--- config.mk ---
export PLATFORM = sky130hd
export DESIGN_NAME = uart_tx_arbiter
export DESIGN_NICKNAME = d
export VERILOG_FILES = /design/src/rtl/uart_tx_arbiter.sv
export SDC_FILE = /design/constraint.sdc
export NUM_CORES = 1
export LEC_CHECK = 0
export ABC_CLOCK_PERIOD_IN_PS = 3100
export CAP_MARGIN = 10
export CORE_MARGIN = 5
export CORE_UTILIZATION = 40
export DETAILED_ROUTE_END_ITERATION = 8
export GPL_ROUTABILITY_DRIVEN = 1
export GPL_TIMING_DRIVEN = 0
export PLACE_DENSITY = 0.92
export SETUP_SLACK_MARGIN = 0.05
export SLEW_MARGIN = 0
export SYNTH_ARGS = -nofsm -noshare
export SYNTH_HDL_FRONTEND = slang
export SYNTH_SLANG_ARGS = --single-unit
--- constraint.sdc ---
create_clock -name clk -period 3.1 [get_ports clk]
set_input_delay 0.31 -clock clk [delete_from_list [all_inputs] [get_ports clk]]
set_output_delay 0.31 -clock clk [all_outputs]
set_load 0.01 [all_outputs]
--- src/rtl/uart_tx_arbiter.sv ---
// Round-robin arbiter that shares one uart_tx among NUM_REQ requesters,
// latching one byte per grant and sequencing start/busy/done for that frame.
module uart_tx_arbiter #(
   parameter int NUM_REQ      = 4,
   parameter int DATA_W       = 8,
   parameter int BUSY_TIMEOUT = 4
) (
   input  logic                          clk,
   input  logic                          rst_n,
   input  logic [NUM_REQ-1:0]            req_valid,
   input  logic [NUM_REQ*DATA_W-1:0]     req_data,
   input  logic [NUM_REQ-1:0]            req_parity_en,
   input  logic [NUM_REQ-1:0]            req_even_parity,
   output logic [NUM_REQ-1:0]            req_ready,
   output logic [NUM_REQ-1:0]            req_done,
   output logic [DATA_W-1:0]             data_in,
   output logic                          parity_en,
   output logic                          even_parity,
   output logic                          tx_start,
   input  logic                          tx_busy,
   output logic [$clog2(NUM_REQ)-1:0]    grant_id,
   output logic                          arb_busy,
   output logic                          timeout_err
);

   localparam int ID_W  = $clog2(NUM_REQ);
   localparam int CNT_W = $clog2(BUSY_TIMEOUT + 1);
   localparam logic [ID_W-1:0]  LAST_ID  = ID_W'(NUM_REQ - 1);
   localparam logic [CNT_W-1:0] CNT_LAST = CNT_W'(BUSY_TIMEOUT - 1);

   typedef enum logic [1:0] {IDLE, START, WAIT_BUSY, WAIT_DONE} state_t;

   state_t            state, next_state;
   logic [ID_W-1:0]   rr_ptr;
   logic [ID_W-1:0]   grant_idx;
   logic [ID_W-1:0]   scan_idx;
   logic              grant_valid;
   logic [CNT_W-1:0]  wait_cnt;
   logic              timeout_hit;
   logic              frame_done;

   // Wrap is an explicit compare so non-power-of-two NUM_REQ never lands on an unused index.
   always_comb begin
      grant_valid = 1'b0;
      grant_idx   = '0;
      scan_idx    = rr_ptr;
      for (int k = 0; k < NUM_REQ; k++) begin
         scan_idx = (scan_idx == LAST_ID) ? '0 : scan_idx + 1'b1;
         if (!grant_valid && req_valid[scan_idx]) begin
            grant_valid = 1'b1;
            grant_idx   = scan_idx;
         end
      end
      if (state != IDLE || tx_busy || !rst_n) begin
         grant_valid = 1'b0;
         grant_idx   = '0;
      end
   end

   assign timeout_hit = (state == WAIT_BUSY) && !tx_busy && (wait_cnt == CNT_LAST);
   assign frame_done  = ((state == WAIT_DONE) && !tx_busy) || timeout_hit;

   always_ff @(posedge clk) begin
      if (!rst_n) begin
         state <= IDLE;
      end else begin
         state <= next_state;
      end
   end

   always_comb begin
      next_state = state;
      unique case (state)
         IDLE:      if (grant_valid) next_state = START;
         START:     next_state = WAIT_BUSY;
         WAIT_BUSY: begin
            if (tx_busy) begin
               next_state = WAIT_DONE;
            end else if (timeout_hit) begin
               next_state = IDLE;
            end
         end
         WAIT_DONE: if (!tx_busy) next_state = IDLE;
         default:   next_state = IDLE;
      endcase
   end

   always_comb begin
      req_ready   = '0;
      req_done    = '0;
      tx_start    = (state == START);
      arb_busy    = (state != IDLE);
      timeout_err = timeout_hit;
      if (grant_valid) req_ready[grant_idx] = 1'b1;
      if (frame_done)  req_done[grant_id]   = 1'b1;
   end

   // Frame fields only change on a grant edge, so they stay stable for the whole frame.
   always_ff @(posedge clk) begin
      if (!rst_n) begin
         data_in     <= '0;
         parity_en   <= 1'b0;
         even_parity <= 1'b0;
         grant_id    <= '0;
         rr_ptr      <= LAST_ID;
         wait_cnt    <= '0;
      end else begin
         if (grant_valid) begin
            data_in     <= req_data[int'(grant_idx) * DATA_W +: DATA_W];
            parity_en   <= req_parity_en[grant_idx];
            even_parity <= req_even_parity[grant_idx];
            grant_id    <= grant_idx;
            rr_ptr      <= grant_idx;
         end
         if (state == START) begin
            wait_cnt <= '0;
         end else if (state == WAIT_BUSY && !tx_busy && !timeout_hit) begin
            wait_cnt <= wait_cnt + 1'b1;
         end
      end
   end

endmodule

==> impl_results.md, run 1 <==
- Routed len/inst: roughly 16 µm
- Post-synth top area share: 0.3177
- Slew HR: 0.4385
- Setup crit start: rr_ptr[0]
- DIE AREA: 0.004187 mm²
- Fraction of layout cells with a size suffix above 1: 0.1159
- Total Nets Final: 258
- Critical path cell sequence: ha_4 > or3b_1 > a32oi_4 > nand2_2 > buf_6 > nor2_1 > clkdlybuf4s50_1
- CTS HTree Levels: 1
- Synthesis-to-layout area growth: 66.46%
- Critical Path Sink: req_ready[3]
- Crit path max fanout: 10
- RSZ-0062 raised after global routing: false
- Warnings from Yosys: 0
- Die H: 64.71 µm
- Yosys cell types: 38
- Num rows: 19
- Largest net degree at the start of global routing: 12
- Post-synthesis cell area: ~0.0012 mm²
- Ant diodes: 0
- CP max stage delay: 560 ps
- Total GRT Usage: 0.1896
- Max Clk Rate: ~340 MHz
- I/O pins: 70
- Critical Path Start Type: flop
- Clock-pin slew on the worst setup and hold paths: 120 ps
- Top cells by area, synth: dfxtp_1 (32%), mux2i_1 (11%), o221ai_1 (5.1%)
- Post-DRT Antenna Nets: 0
- Post-Synthesis Cells: between 100 and 150
- CTS Hold Bufs: 0
- Vias post-DR: around 1300
- P_leak: 0.7602 nW
- TritonCTS clock tree: built
- Initial core utilization: 0.4269
- Clock power share: 0.187
- Max-Cap Viols: 0
- Initial antenna violation count: 0
- Hold Path Class: in -> reg
- Synthesis-stage register bit count: 19
- CTS buffer count: 3
- Worst skew pair latency: 300 ps
- Worst Path Arrival: 2660 ps
- Sum Neg Setup Slack: 0 ps
- CP max stage cell: clkdlybuf4s50_1
- Root cell of the clock tree: clkbuf_4
- Fin. max-slew vios: 0
- Area of the core: 0.002805 mm²
- Critical Path End Type: output port
- Fin worst setup slack: 126.5 ps
- Share of power burned in registers: 0.417
- Routed wire length: 3917 µm
- Input/output buffers: 68
- CTS Sinks: 19
- Comb pwr share: 0.396
- Via-per-instance ratio: 5.647
- R2R Path End: data_in[4]
- Final worst-path cycle share: 0.9592
- Cell Int Power: 480.4 µW
- Switching component of the power: 218.5 µW
- Max VDD drop: 0.2235 mV
- Area leader, netlist: dfxtp_1
- Gr busiest metal: met2
- Syn avg cell area: 8.936 µm²
- Syn_nets: ~180
- PD cells: 350.7 mW/mm²
- CP Class: reg -> out
- Final Hold Vio Count: 0
- GRT met1 Usage: 0.2015
- Total grt overflow: 0
- Final Hold Slack: 235.2 ps
- Sequential area share after synthesis: 0.3177
- Post-layout minimum cycle time: 2974 ps
- Fillers: 212
- Worst-Margin Slew: 830.5 ps
- Reg2reg setup slack: 810 ps
- First-pass GRT wire length: 6313 µm
- Status: complete, no violations
- Met2 Resource Use GR: 0.3423
- Place WS: 82.04 ps
- Clock Skew: 3.069 ps
- DPL Wire Length: 3172 µm
- CP Data Required Time: 2790 ps
- First-pass DRT Iterations: 4
- Met3 Use GR: 0.06736
- Gpl congestion: 0.7976
- Critical register-to-register path startpoint: rr_ptr[0]
- Vias in the first global route: 1391
- Setup violators final: 0
- Maximum clock path buffer count: 2
- # DRC: 0
- Net Sw Frac: 0.3127
- Die Width: approximately 65 µm
- DRT iter0 DRCs: 64
- Reg2reg path depth: 6
-- kinds of logic (layout without fill, tap and decap cells) --
| group | after synthesis | after routing | share of synthesized area |
|---|---|---|---|
| and+or+nand+nor | 57 | 57 | 0.2592 |
| AOI/OAI and AO/OA | 33 | 33 | 0.2226 |
| DFF | 19 | 19 | 0.3177 |
| muxes | 13 | 13 | 0.1087 |
| buffers and inverters | 8 | 81 | 0.05329 |
| adders and majority gates | 3 | 3 | 0.03135 |
| xor gates and xnor gates | 1 | 1 | 0.007316 |
-- stage by stage --
step,utilization,instance area [µm²],instances,power [mW]
6_report,0.7105,1993,238,0.6990
5_1_grt,0.7105,1993,238,0.7433
4_1_cts,0.6958,1952,238,0.6941
3_5_place_dp,0.6833,1917,233,0.5599
3_3_place_gp,0.6833,1917,233,0.5497
2_1_floorplan,-,1197,134,0.4189
-- how the worst min path moves through the flow --
| stage | from | to | slack [ps] | cells past startpoint |
|---|---|---|---|---|
| after floorplan | rr_ptr[1] | rr_ptr[1] | 440 | 2 |
| after global placement | data_in[7] | data_in[7] | 450 | 2 |
| after detailed placement | data_in[0] | data_in[0] | 460 | 2 |
| after CTS | rst_n | rr_ptr[0] | 230 | 2 |
| after global routing | rst_n | rr_ptr[1] | 230 | 2 |
| final | rst_n | rr_ptr[0] | 240 | 2 |
-- state kept, by name, indices dropped and copies added, names as in the netlist --
register     flops
data_in          8
rr_ptr           2
grant_id         2
wait_cnt         3
even_parity      1
parity_en        1
state            2
-- layer usage --
layer  vias to the layer above  wire, µm
li1                        656         -
met1                       619      1504
met2                        57      2008
met3                        12       311
met4                         0        92
met5                         -         0
-- what timing repair did --
action                     4_1_cts  5_1_grt
pin swaps                        2        1
buffers inserted                 1        0
resized for setup                0        6
setup endpoints to repair        1        3
-- cells in the final DEF (no fill, tap or decap), types with 2 or more instances in the layout --
cell,count
nor3b_1,2
o221ai_1,7
nand2_2,2
inv_1,3
a21boi_0,5
clkdlybuf4s50_1,67
a21oi_1,3
o211ai_1,7
or3_1,4
buf_4,2
mux2i_1,13
clkbuf_4,3
nor2_1,13
nor3_1,2
ha_1,2
a211oi_1,2
o21ai_0,3
nand3_1,2
nand2b_1,3
o221ai_2,2
dfxtp_1,18
buf_6,4
nand2_1,16
nor4_1,2
-- cell type report --
class	count	area, µm²	area share
Clock inverter	1	5.005	0.002511
Clock buffer	3	22.52	0.01130
Buffer	5	52.55	0.02637
Multi-Input combinational cell	107	790.8	0.3967
Timing Repair Buffer	69	690.7	0.3465
Tap cell	31	38.79	0.01946
Sequential cell	19	381.6	0.1915
Inverter	3	11.26	0.005650
-- worst max-delay path, delay by kind of cell, from the launching register on --
kind	cells	cell delay, ps
and+or+nand+nor	3	630
buffers and inverters	2	730
DFF	1	380
AOI/OAI and AO/OA	1	340
adders and majority gates	1	290
-- power by group through the flow --
stage	clock [mW]	sequential, mW	combinational, mW
final	0.131	0.291	0.277
after floorplan	0	0.302	0.117
after global routing	0.149	0.295	0.299
after detailed placement	0	0.295	0.265
after CTS	0.135	0.290	0.269
after global placement	0	0.293	0.257
-- synth_stat cells (all sizes together) --
cell    instances
a211oi          2
nor3            3
a21oi           3
or3             4
a32o            1
nand2b          3
xnor2           1
buf             5
or4b            1
inv             3
nand3           3
nor2           13
ha              3
nor4b           1
or2             2
nand2          18
o21ai           3
a32oi           1
o22ai           1
nor3b           2
dfxtp          19
a21boi          5
o221ai          9
and3            1
or3b            2
and2            1
nor4            2
o211ai          7
nor4bb          1
o21a            1
mux2i          13
(Power assumes the default switching activity.)
==> inputs of run 2 (changes only) <==
--- a/config.mk
+++ b/config.mk
@@ -10,7 +10,6 @@
 export CORE_MARGIN = 5
 export CORE_UTILIZATION = 40
 export DETAILED_ROUTE_END_ITERATION = 8
-export GPL_ROUTABILITY_DRIVEN = 1
 export GPL_TIMING_DRIVEN = 0
 export PLACE_DENSITY = 0.92
 export SETUP_SLACK_MARGIN = 0.05
==> results of run 2 <==
Same layout as run 1: the final DEF is identical, and so are final timing and power.
==> inputs of run 3 (changes only) <==
--- a/config.mk
+++ b/config.mk
@@ -6,8 +6,8 @@
 export NUM_CORES = 1
 export LEC_CHECK = 0
 export ABC_CLOCK_PERIOD_IN_PS = 3100
-export CAP_MARGIN = 10
-export CORE_MARGIN = 5
+export CAP_MARGIN = 20
+export CORE_MARGIN = 3
 export CORE_UTILIZATION = 40
 export DETAILED_ROUTE_END_ITERATION = 8
 export GPL_TIMING_DRIVEN = 0
==> run 3 against run 2 <==
Register-to-register slack gained 80 ps. Sequential power is essentially flat. Worst setup slack gained 15 ps. Sequential cell count is the same. Count of clock-buffer cells in the layout grew 1. Global-route usage grew 2.3 points. Utilization grew 0.089 points. First-iteration DRC count shrank 11%. Non-clock buffer count grew 1. Largest power group unchanged.
==> impl_results.md, run 3 (synthesized netlist as in run 1, its figures left out) <==
- Routed wire length: 3919 µm (about the same)
- Post-DRT Antenna Nets: 0 (unchanged)
- Status: complete, no violations
- Hold Path Class: in -> reg
- Fraction of layout cells with a size suffix above 1: 0.1202 (+0.004250)
- Routed len/inst: 16.40 µm (-0.37%)
- Critical Path Start Type: input port
- Crit path max fanout: 10 (unchanged)
- Vias in the first global route: 1366 (-1.8%)
- Final Hold Vio Count: 0 (unchanged)
- # DRC: 0 (unchanged)
- Gpl congestion: 0.8109 (+1.7%)
- Synthesis-to-layout area growth: 66.67%
- Input/output buffers: 68 (unchanged)
- Max-Cap Viols: 0 (unchanged)
- Layout Cells excl Fill: 239 (+0.42%)
- Max VDD drop: 0.1703 mV (-24%)
- Worst-Margin Slew: 881.3 ps (+50.77 ps)
- Fillers: 224 (+5.7%)
- Biggest regs: data_in (8), wait_cnt (3)
- Reg2reg path depth: 6 (unchanged)
- First-pass DRT Iterations: 4 (unchanged)
- Initial core utilization: 0.4269 (unchanged)
- I/O pins: 70 (unchanged)
- Clock Skew: 1.409 ps (-1.660 ps)
- Num rows: 19 (unchanged)
- Worst skew pair latency: 300 ps (about the same)
- Most frequent cells in the layout: clkdlybuf4s50_1 (67), dfxtp_1 (18), nand2_1 (16)
- RSZ-0062 raised after global routing: false
- Setup violators final: 0 (unchanged)
- Fin. max-slew vios: 0 (unchanged)
- Initial antenna violation count: 0 (unchanged)
- DPL Wire Length: 3141 µm (-0.96%)
- Critical Path End Type: output port
- Total GRT Usage: 0.2130 (+0.02339)
- P_leak: 0.7713 nW (+1.5%)
- DIE AREA: 0.003686 mm² (-12%)
- DRT iter0 DRCs: 57 (-11%)
- CP Data Required Time: 2790 ps (about the same)
- CTS buffer count: 3 (unchanged)
- Worst Path Arrival: 2650 ps (about the same)
- Ant diodes: 0 (unchanged)
- Total power: 698.9 µW (about the same)
- Via-per-instance ratio: 5.711 (+1.1%)
- Vias post-DR: 1365 (+1.6%)
- Sum Neg Setup Slack: 0 ps (unchanged)
- Area of the core: 0.002805 mm² (unchanged)
- TritonCTS clock tree: built
- WHS Path Cells: 2 (unchanged)
- Clock-pin slew on the worst setup and hold paths: 110 ps (about the same)
- CP Class: in -> out
- Maximum clock path buffer count: 2 (unchanged)
- Sequential cell area: 381.6 µm² (unchanged)
- Die H: 60.71 µm (-6.2%)
- Max Clk Rate: 338.0 MHz (+0.51%)
- Post-layout minimum cycle time: 2958 ps (-15.07 ps)
- Slew HR: 0.4070 (-0.03146)
- Max FFs per register: 8 (unchanged)
- First-pass GRT wire length: 5968 µm (-5.5%)
- Total grt overflow: 0 (unchanged)
- Total Nets Final: 259 (+0.39%)
- CTS Sinks: 19 (unchanged)
- Final worst-path cycle share: 0.9543 (-0.004861)
- Final Hold Slack: 237.8 ps (+2.573 ps)
- CTS HTree Levels: 1 (unchanged)
- Commonest non-fill, non-tap cell in the layout: clkdlybuf4s50_1
- Root cell of the clock tree: clkbuf_4
- PD cells: 350.2 mW/mm² (-0.14%)
- Multi-input logic area: 787.0 µm² (-0.47%)
- Placed Cells: 233 (unchanged)
- Die Width: 60.71 µm (-6.2%)
- Largest reg by FF count: data_in
- Largest net degree at the start of global routing: 11 (-1)
## run 3: area by class of cell
cell class              count  share of cell area
inverters                   3            0.005643
repair buffers             70              0.3498
clock buffers               4             0.01317
flip-flops and latches     19              0.1912
well taps                  31             0.01944
plain buffers               5             0.02633
multi-input cells         107              0.3944
## run 3: worst max-delay path, stage by stage
cell             delay [ps]
clkdlybuf4s50_1         520
or4b_4                  570
or3_1                   400
buf_6                   160
nand2_4                 130
nor2_1                   60
clkdlybuf4s50_1         490
## run 3: worst paths after layout
| path | startpoint | end | slack (ps) |
|---|---|---|---|
| worst max-delay path | tx_busy | req_ready[0] | 140 |
| worst min-delay path | rst_n | rr_ptr[0] | 240 |
| worst max register to register | rr_ptr[1] | even_parity | 890 |
| worst min register to register | parity_en | parity_en | 490 |
## run 3: power by group
part	internal [mW]	total [mW]	switching, mW
clock	0.0501	0.129	0.0786
combinational	0.163	0.278	0.116
sequential	0.271	0.292	0.0207
total	0.484	0.699	0.215
## run 3: through the flow
stage | area (µm²) | worst slack (ps) | utilization
2_1_floorplan | 1197 | 1012 | -
3_3_place_gp | 1917 | 127.9 | 0.6833
3_5_place_dp | 1917 | 93.67 | 0.6833
4_1_cts | 1956 | 85.99 | 0.6971
5_1_grt | 1996 | 59.39 | 0.7114
6_report | 1996 | 141.5 | 0.7114
## run 3: what timing repair did
item                                    4_1_cts  5_1_grt
setup buffers                                 0        2
gates resized for setup                       1        6
pin swaps                                     1        2
hold buffers                                  0        0
endpoints found under the setup margin        1        3
## run 3: metal layers
layer,vias up,track usage,part of all wire
met2,60,0.4076,0.55
met5,-,0,0
met4,0,0.05882,0.016
met1,641,0.2316,0.36
li1,655,-,-
met3,9,0.04894,0.070
